**src/rtl/leds_lab2_if.sv**
```systemverilog
// leds_lab2_if: switch inputs and LED/segment/anode outputs of the Lab 2 block.
//   switch1 [3:0]  first operand, shown on digit 0
//   switch2 [3:0]  second operand, shown on digit 1
//   leds    [4:0]  sum switch1 + switch2
//   seg     [6:0]  {g,f,e,d,c,b,a}, active-low
//   anode   [1:0]  digit enables, active-low
// master: the board/switch side (drives switches, observes outputs).
// slave : the leds_lab2 block.
interface leds_lab2_if;
    logic [3:0] switch1;
    logic [3:0] switch2;
    logic [4:0] leds;
    logic [6:0] seg;
    logic [1:0] anode;

    modport master (
        output switch1,
        output switch2,
        input  leds,
        input  seg,
        input  anode
    );

    modport slave (
        input  switch1,
        input  switch2,
        output leds,
        output seg,
        output anode
    );
endinterface

```
**src/rtl/leds_lab2.sv**
```systemverilog
// leds_lab2: adds two 4-bit switch values onto five LEDs and shows both
// values in hex on a time-multiplexed pair of common-anode 7-segment digits.
// Ports:
//   clk    rising-edge system clock
//   reset  synchronous, active-low
//   bus    leds_lab2_if.slave (switch1, switch2, leds, seg, anode)
// Parameter:
//   REFRESH_DIV  clk cycles per digit slot (minimum 2)
// Build option:
//   LEDS_REG_EN  when defined, leds is registered (1-cycle latency, cleared
//                by reset); otherwise leds is purely combinational.
module leds_lab2 #(
    parameter int REFRESH_DIV = 100000
) (
    input  logic        clk,
    input  logic        reset,
    leds_lab2_if.slave  bus
);

    localparam int CW = (REFRESH_DIV > 2) ? $clog2(REFRESH_DIV) : 1;
    localparam logic [CW-1:0] CNT_LAST = CW'(REFRESH_DIV - 1);

    logic [CW-1:0] cnt_reg;
    logic [CW-1:0] cnt_next;
    logic          sel_reg;
    logic          sel_next;
    logic          act_reg;
    logic [4:0]    sum_next;
    logic [3:0]    nibble;
    logic [6:0]    hex_code;

    assign sum_next = {1'b0, bus.switch1} + {1'b0, bus.switch2};

`ifdef LEDS_REG_EN
    logic [4:0] leds_reg;

    always_ff @(posedge clk) begin
        if (!reset) begin
            leds_reg <= 5'b00000;
        end else begin
            leds_reg <= sum_next;
        end
    end

    assign bus.leds = leds_reg;
`else
    assign bus.leds = sum_next;
`endif

    // The counter holds at 0 on the edge that raises act, so the first slot
    // after release lasts a full REFRESH_DIV cycles like every later slot.
    always_comb begin
        cnt_next = cnt_reg;
        sel_next = sel_reg;
        if (act_reg) begin
            if (cnt_reg == CNT_LAST) begin
                cnt_next = '0;
                sel_next = ~sel_reg;
            end else begin
                cnt_next = cnt_reg + 1'b1;
            end
        end
    end

    always_ff @(posedge clk) begin
        if (!reset) begin
            cnt_reg <= '0;
            sel_reg <= 1'b0;
            act_reg <= 1'b0;
        end else begin
            cnt_reg <= cnt_next;
            sel_reg <= sel_next;
            act_reg <= 1'b1;
        end
    end

    // Digit gi is lit only when active and selected; at most one is ever low.
    genvar gi;
    generate
        for (gi = 0; gi < 2; gi++) begin : g_anode
            assign bus.anode[gi] = ~(act_reg && (sel_reg == gi[0]));
        end
    endgenerate

    assign nibble = sel_reg ? bus.switch2 : bus.switch1;

    always_comb begin
        hex_code = 7'b1111111;
        case (nibble)
            4'h0: hex_code = 7'b1000000;
            4'h1: hex_code = 7'b1111001;
            4'h2: hex_code = 7'b0100100;
            4'h3: hex_code = 7'b0110000;
            4'h4: hex_code = 7'b0011001;
            4'h5: hex_code = 7'b0010010;
            4'h6: hex_code = 7'b0000010;
            4'h7: hex_code = 7'b1111000;
            4'h8: hex_code = 7'b0000000;
            4'h9: hex_code = 7'b0010000;
            4'hA: hex_code = 7'b0001000;
            4'hB: hex_code = 7'b0000011;
            4'hC: hex_code = 7'b1000110;
            4'hD: hex_code = 7'b0100001;
            4'hE: hex_code = 7'b0000110;
            4'hF: hex_code = 7'b0001110;
            default: hex_code = 7'b1111111;
        endcase
    end

    assign bus.seg = act_reg ? hex_code : 7'b1111111;

endmodule

```
**src/flat_wrapper.sv**
```systemverilog
// flat-port wrapper written by rule: the top's interface ports become plain ports
module leds_lab2_flat 
#(
    parameter int REFRESH_DIV = 100000
)
  (clk, reset, bus_switch1, bus_switch2, bus_leds, bus_seg, bus_anode);
  leds_lab2_if bus_i ();
  input  logic clk;
  input  logic reset;
  input wire logic [$bits(bus_i.switch1)-1:0] bus_switch1;
  input wire logic [$bits(bus_i.switch2)-1:0] bus_switch2;
  output wire logic [$bits(bus_i.leds)-1:0] bus_leds;
  output wire logic [$bits(bus_i.seg)-1:0] bus_seg;
  output wire logic [$bits(bus_i.anode)-1:0] bus_anode;
  assign bus_i.switch1 = bus_switch1;
  assign bus_i.switch2 = bus_switch2;
  assign bus_leds = bus_i.leds;
  assign bus_seg = bus_i.seg;
  assign bus_anode = bus_i.anode;
  leds_lab2 #(.REFRESH_DIV(REFRESH_DIV)) u_core (.clk(clk), .reset(reset), .bus(bus_i));
endmodule
```
**config.mk**
```make
export PLATFORM = sky130hd
export DESIGN_NAME = leds_lab2_flat
export DESIGN_NICKNAME = d
export VERILOG_FILES = /design/src/rtl/leds_lab2_if.sv /design/src/rtl/leds_lab2.sv /design/src/flat_wrapper.sv
export SDC_FILE = /design/constraint.sdc
export NUM_CORES = 1
export LEC_CHECK = 0
export BUFFER_PORTS_ARGS = -buffer_cell sky130_fd_sc_hd__buf_2
export CAP_MARGIN = 20
export CORE_AREA = 2 2 55 57
export DETAILED_ROUTE_END_ITERATION = 7
export DIE_AREA = 0 0 57 59
export PLACE_DENSITY = 0.79
export RECOVER_POWER = 100
export SETUP_SLACK_MARGIN = 0.02
export SLEW_MARGIN = 10
export SYNTH_ARGS = -nofsm -noshare
export SYNTH_HDL_FRONTEND = slang
export SYNTH_SLANG_ARGS = --single-unit
export TNS_END_PERCENT = 5
```
**constraint.sdc**
```tcl
create_clock -name clk -period 1.9 [get_ports clk]
set_clock_uncertainty 0.15 [all_clocks]
set_input_delay 0.095 -clock clk [delete_from_list [all_inputs] [get_ports clk]]
set_output_delay 0.095 -clock clk [all_outputs]
set_load 0.005 [all_outputs]
```
# After elaboration in Yosys (flattened, before gate mapping)
# Memories as Yosys holds them, arrays and structs flattened.
# Cells that the tools add are included.
[totals]
register_bits = 19
mem_bits_ro = 112
in_bits = 10
out_inout_bits = 14
wordCells = 17
memories = 1
[classes]
n_addsub = 2
eq_ne = 1
muxes = 4
bitwise = 3
n_reduce_logical = 3
[memory_table]
columns = ["memory", "depth", "width", "read_ports", "rd_ports_with_merged_regs", "wr", "line_no", "source"]
rows = [
  ["(no name shown)", 16, 7, 1, 0, 0, "leds_lab2.sv:89", "case (nibble)"],
]
[op_table]
columns = ["cell", "count"]
rows = [
  ["adder 17 x 1 -> 17 bit, second input constant", 1],
  ["equality test 17 bit, second input constant", 1],
  ["two-way mux 17 bit", 1],
  ["two-way mux 7 bit", 1],
  ["adder 4 x 4 -> 5 bit", 1],
  ["two-way mux 4 bit", 1],
  ["NOT 1 bit", 3],
  ["logical AND 1 bit", 2],
  ["AND reduction 2 bit", 1],
  ["two-way mux 1 bit", 1],
]

# Logic depth before layout (Yosys ltp)
# Gate-level depths: netlist of the first run.
[depth]
ltp_word = 3
mapped_depth = 7
ltp_nobuf = 6

# Worst setup path before layout of the first run
# OpenSTA, ideal clock, no wires.
[synth_path]
path_kind = "register to output"
startpoint = "reg u_core.sel_reg"
endpoint = "out bus_seg[0]"
arrival_time_ns = 1.715
required_ns = 1.655
setup_slack_ns = -0.060
path_stages_with_launch = 8
n_path_buf = 1
path_cell_list = "dfxtp_1 buf_2 mux2i_1 inv_1 ha_1 mux2_2 nand2_1 o311ai_0"
[synth_via]
elab_chain_cells = 3
[synth_lines]
columns = ["element", "line_no", "source"]
rows = [
  ["from (decl)", "leds_lab2.sv:25", "logic sel_reg;"],
  ["from (signal assigned)", "leds_lab2.sv:72", "sel_reg <= sel_next;"],
  ["two-way mux 4 bit", "leds_lab2.sv:85", "assign nibble = sel_reg ? bus.switch2 : bus.switch1;"],
  ["memory read (16 x 7 bit)", "--", ""],
  ["two-way mux 7 bit", "leds_lab2.sv:110", "assign bus.seg = act_reg ? hex_code : 7'b1111111;"],
  ["to (decl)", "flat_wrapper.sv:13", "output wire logic [$bits(bus_i.seg)-1:0] bus_seg;"],
]
# Every way passes these cells.

# Final worst setup path of the first run
[layout_path]
startpoint = "reg u_core.sel_reg"
endpoint = "out bus_seg[3]"
# Same word-level chain as after synthesis.

==> reports/results.ini, run 1 <==
[run_status]
status=finished with violations
violations=setup timing

[yosys]
ys.flop_type=dfxtp_1
syn_inst=159
yosysUniqueCellTypes=34
synth.ff_latch_count=19
synth_nets=181
syn-cell-area_mm2=0.001348
synthArstFlopShare=0
synth_edf_count=0
synth_warnings=0
syn_avg_cell_area_um2=8.475
yosysSeqAreaShare=0.2823

[clocking]
cts.sinks=19
cts_tree=built
cts-root-buf=clkbuf_4
h-tree-depth=1
cts.path.max_buffers=2
path_clk_slew_ns=0.10
clock_latency_ns=0.29
numCtsBuffers=3

[sta]
max_slew.worst_pin.slew_ns=0.3681
fin_ws_ns=-0.1418
slew_headroom=0.7514
drv_slew=0
clock.fmax_mhz=489.8
rsz0062_at_grt=true
period_minus_slack_ns=2.042
finalHoldViolCount=0
whs_ns=0.3768
setup_viol_count_final=6
tns_ns=-0.6858
min_period_over_period=1.075

[global_routing]
antenna_found_initial=0
grt_util_met2=0.3448
globalRoute.busiestLayer=met2
grt_max_degree=17
grtUsageMet1=0.2748
grt_first_pass_wirelength_mm=5.464
grt-ovfl-total=0
met3_usage=0.02620
first_global_vias=1241
grtUsageTotal=0.2059

[critical_path]
ff2ff_setup_slack_ns=0.10
crit_path_start_kind=flop
criticalPathCategory=reg2out
crit_start=u_core.sel_reg
reg2reg_depth=5
critPathMaxStageDelay_ns=0.42
setup.worst_path.end=bus_seg[3]
cp_max_fo=5
crit_path_end_kind=primary output
rr_endpoint=u_core.cnt_reg[14]
r2r_start=u_core.cnt_reg[1]
crit_chain=mux2i_4 > buf_6 > ha_4 > nor2_4 > a211oi_2 > o21ai_1 > buf_2
worstPathArrival_ns=1.80
slowest_stage=dfxtp_4
required_ns=1.65

[layout]
nets=221
largest_reg_flops=17
final_cell_mix=nor2_1 (21), buf_2 (18), dfxtp_1 (18), xnor2_1 (14), buf_4 (13)
final_cell_area_mm2=0.001770
area_delta_synth_final_pct=31.38
antenna_cells=0
drive_above_1_share=0.3131
final_cells=229
fin_util=0.6533
final_common_cell=nor2_1

[power_and_ir_drop]
p_per_area_mw_per_mm2=465.9
peakVddDrop_v=0.0004503
p_total_mw=0.8249
p_leak_nw=0.6553

[die]
io_pins=24
row_count=19
die_w_um=57
initial_core_util=0.4972
die_area_mm2=0.003363
fp.dieH_um=59
fp.coreArea_mm2=0.002710

[routing]
viasPerCell=5.668
drc=0
vias=1298
routed_wl_mm=3.271
drt_iter0_drc=66
ant_nets=0
dr.pass1.iters=4
wl_per_cell_um=14.28

[place]
placed_cells=219
place_ws_ns=-0.02739
port_buffers=23
dp_hpwl_mm=2.308
place_congestion=0.8810
dpl_cell_area_mm2=0.001555

[min_path]
holdPathStages=3
hp-class=in2out
hp-start=bus_switch1[0]

[job]
cap_violations=0

==> per-layer routing <==
metal / routed length, um / share of wire
met1: 1521 / 0.46
met2: 1640 / 0.50
met3: 70 / 0.021
met4: 38 / 0.012
met5: 0 / 0
==> worst max-delay path: cells and delay by family (launching register included) <==
| family | cells | cell delay (ns) |
|---|---|---|
| fa+ha+maj | 1 | 0.21 |
| compound gates | 2 | 0.16 |
| flops | 1 | 0.42 |
| mux | 1 | 0.34 |
| simple gates | 1 | 0.08 |
| buf+inv | 2 | 0.29 |
==> layout make-up <==
cell class / instances / area, um^2
Clock buffer: 3 / 22.52
Clock inverter: 1 / 5.005
Fill cell: 236 / 939.7
Inverter: 8 / 32.53
Multi-Input combinational cell: 127 / 1037
Sequential cell: 19 / 384.1
Tap cell: 31 / 38.79
Timing Repair Buffer: 40 / 250.2
==> report_power, final <==
group | internal [mW] | switching [mW]
clock | 0.0783 | 0.122
sequential | 0.402 | 0.00637
combinational | 0.105 | 0.111
==> cells in the mapped netlist (3+ instances only) <==
master | n | area (um^2)
inv_1 | 8 | 30.03
o21ai_0 | 3 | 15.01
nor4_1 | 8 | 50.05
a21oi_1 | 3 | 15.01
xor2_1 | 3 | 26.28
nand2_1 | 10 | 37.54
nand3_1 | 9 | 45.04
ha_1 | 11 | 137.6
dfxtp_1 | 19 | 380.4
xnor2_1 | 14 | 122.6
nor2_1 | 23 | 86.33
nand4_1 | 9 | 56.30
nand2b_1 | 3 | 18.77
mux2i_1 | 6 | 60.06
o311ai_0 | 5 | 43.79
==> kinds of logic after synthesis <==
kind of cell | synth area share
flops | 0.2823
simple gates | 0.2693
fa+ha+maj | 0.1170
buf+inv | 0.04921
mux | 0.07242
xor+xnor | 0.1105
compound gates | 0.09934
==> timing repair <==
action,CTS,global route
cloned,0,0
endpoints found under the hold margin,3,0
endpoints found under the setup margin,7,21
hold buffers,1,0
gates resized for setup,23,13
buffers inserted,3,2
pin swaps,5,6
==> worst min-delay path by stage <==
stage | to | slack (ns)
after CTS | u_core.act_reg | 0.36
after global routing | bus_leds[0] | 0.40
final | bus_leds[0] | 0.38
after global placement | u_core.act_reg | 0.13
after detailed placement | u_core.act_reg | 0.14
after floorplan | u_core.act_reg | -0.03
Note: power is estimated with default switching activity, not from simulation.
==> run 2, diff against run 1 <==
--- a/config.mk
+++ b/config.mk
@@ -7,10 +7,11 @@
 export LEC_CHECK = 0
 export BUFFER_PORTS_ARGS = -buffer_cell sky130_fd_sc_hd__buf_2
 export CAP_MARGIN = 20
-export CORE_AREA = 2 2 55 57
+export CORE_AREA = 2 2 54 56
+export CTS_BUF_LIST = sky130_fd_sc_hd__clkbuf_8
 export DETAILED_ROUTE_END_ITERATION = 7
-export DIE_AREA = 0 0 57 59
-export PLACE_DENSITY = 0.79
+export DIE_AREA = 0 0 56 58
+export PLACE_DENSITY = 0.82
 export RECOVER_POWER = 100
 export SETUP_SLACK_MARGIN = 0.02
 export SLEW_MARGIN = 10
==> reports/results.ini, run 2 (synthesis gave the netlist of run 1 again) <==
[power_and_ir_drop]
swShare=0.2709
p_per_area_mw_per_mm2=517.1
combPwrFrac=0.220
p_leak_nw=0.6466
pwr-share-seq=0.469
peakVddDrop_v=0.0007167
clkPwrFrac=0.310
p_total_mw=0.8741
p_switching_mw=0.2368
internal_power_mw=0.6373

[global_routing]
first_global_vias=1264
grt_first_pass_wirelength_mm=5.319
grtUsageTotal=0.1972
antenna_found_initial=0
grt-ovfl-total=0
grt_max_degree=13

[clocking]
path_clk_slew_ns=0.07
cts.sinks=19
numCtsBuffers=3
clock_latency_ns=0.25
cts-root-buf=clkbuf_8
cts.path.max_buffers=2
h-tree-depth=1
cts_tree=built

[run_status]
violations=setup timing
status=finished with violations

[die]
io_pins=24
fp.coreArea_mm2=0.002663
die_w_um=56
initial_core_util=0.5061
fp.dieH_um=58
die_area_mm2=0.003248
row_count=19

[sta]
slew_headroom=0.7507
period_minus_slack_ns=2.041
tns_ns=-0.4812
finalHoldViolCount=0
whs_ns=0.3796
rsz0062_at_grt=true
max_slew.worst_pin.slew_ns=0.3705
min_period_over_period=1.074
fin_ws_ns=-0.1412
drv_slew=0
setup_viol_count_final=5
clock.fmax_mhz=489.9

[critical_path]
crit_path_end_kind=primary output
r2r_start=u_core.cnt_reg[0]
reg2reg_depth=5
criticalPathCategory=reg2out
rr_endpoint=u_core.cnt_reg[15]
path_buf_inv=2
cp_max_fo=6
worstPathArrival_ns=1.80
crit_path_start_kind=flop
critPathMaxStageDelay_ns=0.40
crit_family=multiplexers
ff2ff_setup_slack_ns=0.12
slowest_stage=dfxtp_4
crit_chain=buf_4 > mux2_4 > mux2_2 > nand2_2 > o311ai_4 > buf_2
required_ns=1.65

[layout]
area_delta_synth_final_pct=25.44
drive_above_1_share=0.2602
largest_reg_flops=17
final_cells=227
final_cell_area_mm2=0.001690
nets=219
final_common_cell=nor2_1
antenna_cells=0
final_cell_mix=nor2_1 (22), buf_2 (20), dfxtp_1 (18), xnor2_1 (14), ha_1 (10)

[routing]
top_layer=met4
wl_met2_mm=1.611
dr.pass1.iters=4
viasPerCell=5.568
vias=1264
ant_nets=0
met1Wirelength_mm=1.402
wl_met3_um=93
drc=0
wl_per_cell_um=13.85
routed_wl_mm=3.144
drt_iter0_drc=45

[job]
cap_violations=0

[min_path]
min_to=bus_leds[0]
hp-class=in2out
hp-start=bus_switch1[0]
holdPathStages=3

[place]
placed_cells=220
port_buffers=23
place_congestion=0.8842
dpl_cell_area_mm2=0.001563
dp_hpwl_mm=2.297

run 2: cell count changes in the layout (fill, tap and decap cells not counted), moves of 2 or more:
| cell | change |
|---|---|
| clkbuf_8 | +3 |
| ha_4 | -4 |
| o311ai_0 | +3 |
| buf_2 | +2 |
| ha_1 | +5 |
| buf_4 | -4 |
| buf_6 | -2 |
| clkbuf_4 | -3 |
| o311ai_1 | -3 |
run 2: per-layer routing:
layer / GRT usage / vias to the layer above
met2: 0.3479 / 24
met5: 0 / -
met1: 0.2583 / 593
met4: 0.03741 / 0
met3: 0.03125 / 4
li1: - / 643
run 2: cell type report:
type	instances	area, um^2
Multi-Input combinational cell	128	979.7
Fill cell	217	972.2
Sequential cell	19	384.1
Timing Repair Buffer	37	212.7
Clock buffer	3	41.29
Tap cell	31	38.79
Inverter	8	30.03
Clock inverter	1	3.754
run 2: power groups by stage:
stage / Sequential (mW) / Clock [mW] / Combinational (mW)
after floorplan: 0.419 / 0 / 0.0970
after global placement: 0.420 / 0 / 0.164
after detailed placement: 0.420 / 0 / 0.171
after CTS: 0.410 / 0.275 / 0.184
after global routing: 0.411 / 0.287 / 0.211
final: 0.410 / 0.271 / 0.192
run 2: repair_timing:
action | in CTS | in global routing
pin swaps | 2 | 1
hold endpoints to repair | 2 | 0
buffers inserted | 1 | 0
endpoints found under the setup margin | 7 | 7
hold buffers | 1 | 0
gates resized for setup | 11 | 8
cloned | 1 | 0
run 2: tightest hold or removal path, cell delays in order:
cell	delay, ns
buf_2	0.12
ha_1	0.12
buf_2	0.10
run 2: worst max path at each step:
stage / cells after the start / slack [ns] / startpoint / to
2_1_floorplan: 7 / -0.0006 / u_core.sel_reg / bus_seg[0]
3_3_place_gp: 7 / 0.09 / u_core.sel_reg / bus_seg[0]
3_5_place_dp: 7 / -0.07 / u_core.sel_reg / bus_seg[0]
4_1_cts: 7 / -0.10 / u_core.sel_reg / bus_seg[3]
5_1_grt: 7 / -0.18 / u_core.sel_reg / bus_seg[0]
6_report: 6 / -0.14 / u_core.sel_reg / bus_seg[0]
run 2: through the flow:
stage	worst slack, ns	util
detailed placement	-0.07177	0.5869
global placement	0.08587	0.5869
global route	-0.1815	0.6349
finish	-0.1412	0.6349
CTS	-0.1039	0.6288
floorplan	-0.0006307	-
==> run 3, diff against run 2 <==
--- a/config.mk
+++ b/config.mk
@@ -11,7 +11,7 @@
 export CTS_BUF_LIST = sky130_fd_sc_hd__clkbuf_8
 export DETAILED_ROUTE_END_ITERATION = 7
 export DIE_AREA = 0 0 56 58
-export PLACE_DENSITY = 0.82
+export PLACE_DENSITY = 0.84
 export RECOVER_POWER = 100
 export SETUP_SLACK_MARGIN = 0.02
 export SLEW_MARGIN = 10
==> reports/results.ini, run 3 (synthesis gave the netlist of run 1 again) <==
[run_status]
status=finished with violations
violations=setup timing

[critical_path]
crit_chain=mux2i_4 > buf_4 > ha_2 > mux2_2 > nand2_1 > o311ai_2 > buf_2
criticalPathCategory=reg2out
required_ns=1.65
crit_path_end_kind=primary output
path_buf_inv=2
r2r_start=u_core.act_reg
crit_start=u_core.sel_reg
crit_family=multiplexers
worstPathArrival_ns=1.75
crit_path_start_kind=flop
critPathMaxStageDelay_ns=0.38
slowest_stage=dfxtp_4
cp_max_fo=5

[routing]
drc=0
wl_per_cell_um=13.78
drt_iter0_drc=40
vias=1310
viasPerCell=5.771
dr.pass1.iters=4
ant_nets=0
routed_wl_mm=3.128

[clocking]
h-tree-depth=1
path_clk_slew_ns=0.07
cts_tree=built
numCtsBuffers=3
cts.sinks=19
cts-root-buf=clkbuf_8
clock_latency_ns=0.26
cts.path.max_buffers=2

[sta]
period_minus_slack_ns=1.995
fin_ws_ns=-0.09477
max_slew.worst_pin.slew_ns=0.4642
rsz0062_at_grt=true
drv_slew=0
setup_viol_count_final=6
slew_headroom=0.6877
clock.fmax_mhz=501.3
finalHoldViolCount=0
whs_ns=0.3713
min_period_over_period=1.050

[power_and_ir_drop]
p_per_area_mw_per_mm2=515.3
p_leak_nw=0.6533
peakVddDrop_v=0.0005335
p_total_mw=0.9027

[place]
place_congestion=0.9105
port_buffers=23
dp_hpwl_mm=2.108

[layout]
nets=219
drive_above_1_share=0.3112
area_delta_synth_final_pct=29.99
fin_util=0.6579
final_common_cell=nor2_1
largest_reg_flops=17
final_cell_mix=nor2_1 (21), buf_2 (19), dfxtp_1 (18), xnor2_1 (14), nand2_1 (10)
antenna_cells=0

[die]
fp.dieH_um=58
row_count=19
die_w_um=56
die_area_mm2=0.003248
io_pins=24
fp.coreArea_mm2=0.002663
initial_core_util=0.5061

[global_routing]
grt_max_degree=17
grtUsageTotal=0.1930
first_global_vias=1210
grt_first_pass_wirelength_mm=5.002
grt-ovfl-total=0
antenna_found_initial=0

[min_path]
hp-start=bus_switch1[0]
hp-class=in2out

[job]
cap_violations=0

-- run 3: layout make-up --
class / instances / area, um^2
inverter: 8 / 30.03
tap: 31 / 38.79
multi-input combinational: 127 / 1015
clock inverter: 1 / 5.005
timing repair buffer: 38 / 237.7
fill: 209 / 910.9
sequential: 19 / 384.1
clock buffer: 3 / 41.29
-- run 3: per-stage QoR --
| step | cell area, um^2 | instances | TNS (ns) | setup WS [ns] |
|---|---|---|---|---|
| 3_3_place_gp | 1555 | 219 | 0 | 0.06670 |
| 3_5_place_dp | 1555 | 219 | -0.05271 | -0.05271 |
| 4_1_cts | 1708 | 227 | -0.3356 | -0.08642 |
| 2_1_floorplan | 1355 | 159 | -0.0006307 | -0.0006307 |
| 6_report | 1752 | 227 | -0.4224 | -0.09477 |
| 5_1_grt | 1752 | 227 | -0.9147 | -0.1632 |
-- run 3: path summary, 6_finish.rpt --
check / endpoint / slack [ns] / depth (start not counted)
max: bus_seg[0] / -0.09 / 7
min reg2reg: u_core.cnt_reg[12] / 0.41 / 2
min: bus_leds[0] / 0.37 / 3
max reg2reg: u_core.cnt_reg[16] / 0.04 / 4
-- run 3: worst register-to-register path, stage by stage, from the launching register on --
cell and delay, ns:
dfxtp_1 0.50, nand4_2 0.31, nor4_1 0.54, xnor2_1 0.20, nor2_1 0.05
-- run 3: routing by layer --
metal | GRT usage | wire [um]
met4 | 0.06803 | 43
met5 | 0 | 0
met2 | 0.3496 | 1507
met1 | 0.2182 | 1406
met3 | 0.05357 | 171
-- run 3: timing repair --
item	in CTS	in global routing
hold endpoints to repair	3	0
pin swaps	4	6
hold buffers	1	0
setup endpoints to repair	7	7
resized for setup	23	9
buffers inserted	3	0
-- run 3: where the power goes --
group	internal (mW)	total (mW)	switching [mW]	leakage (nW)
Sequential	0.402	0.411	0.00877	0.155
Clock	0.146	0.290	0.144	0.0255
Combinational	0.0993	0.201	0.102	0.473
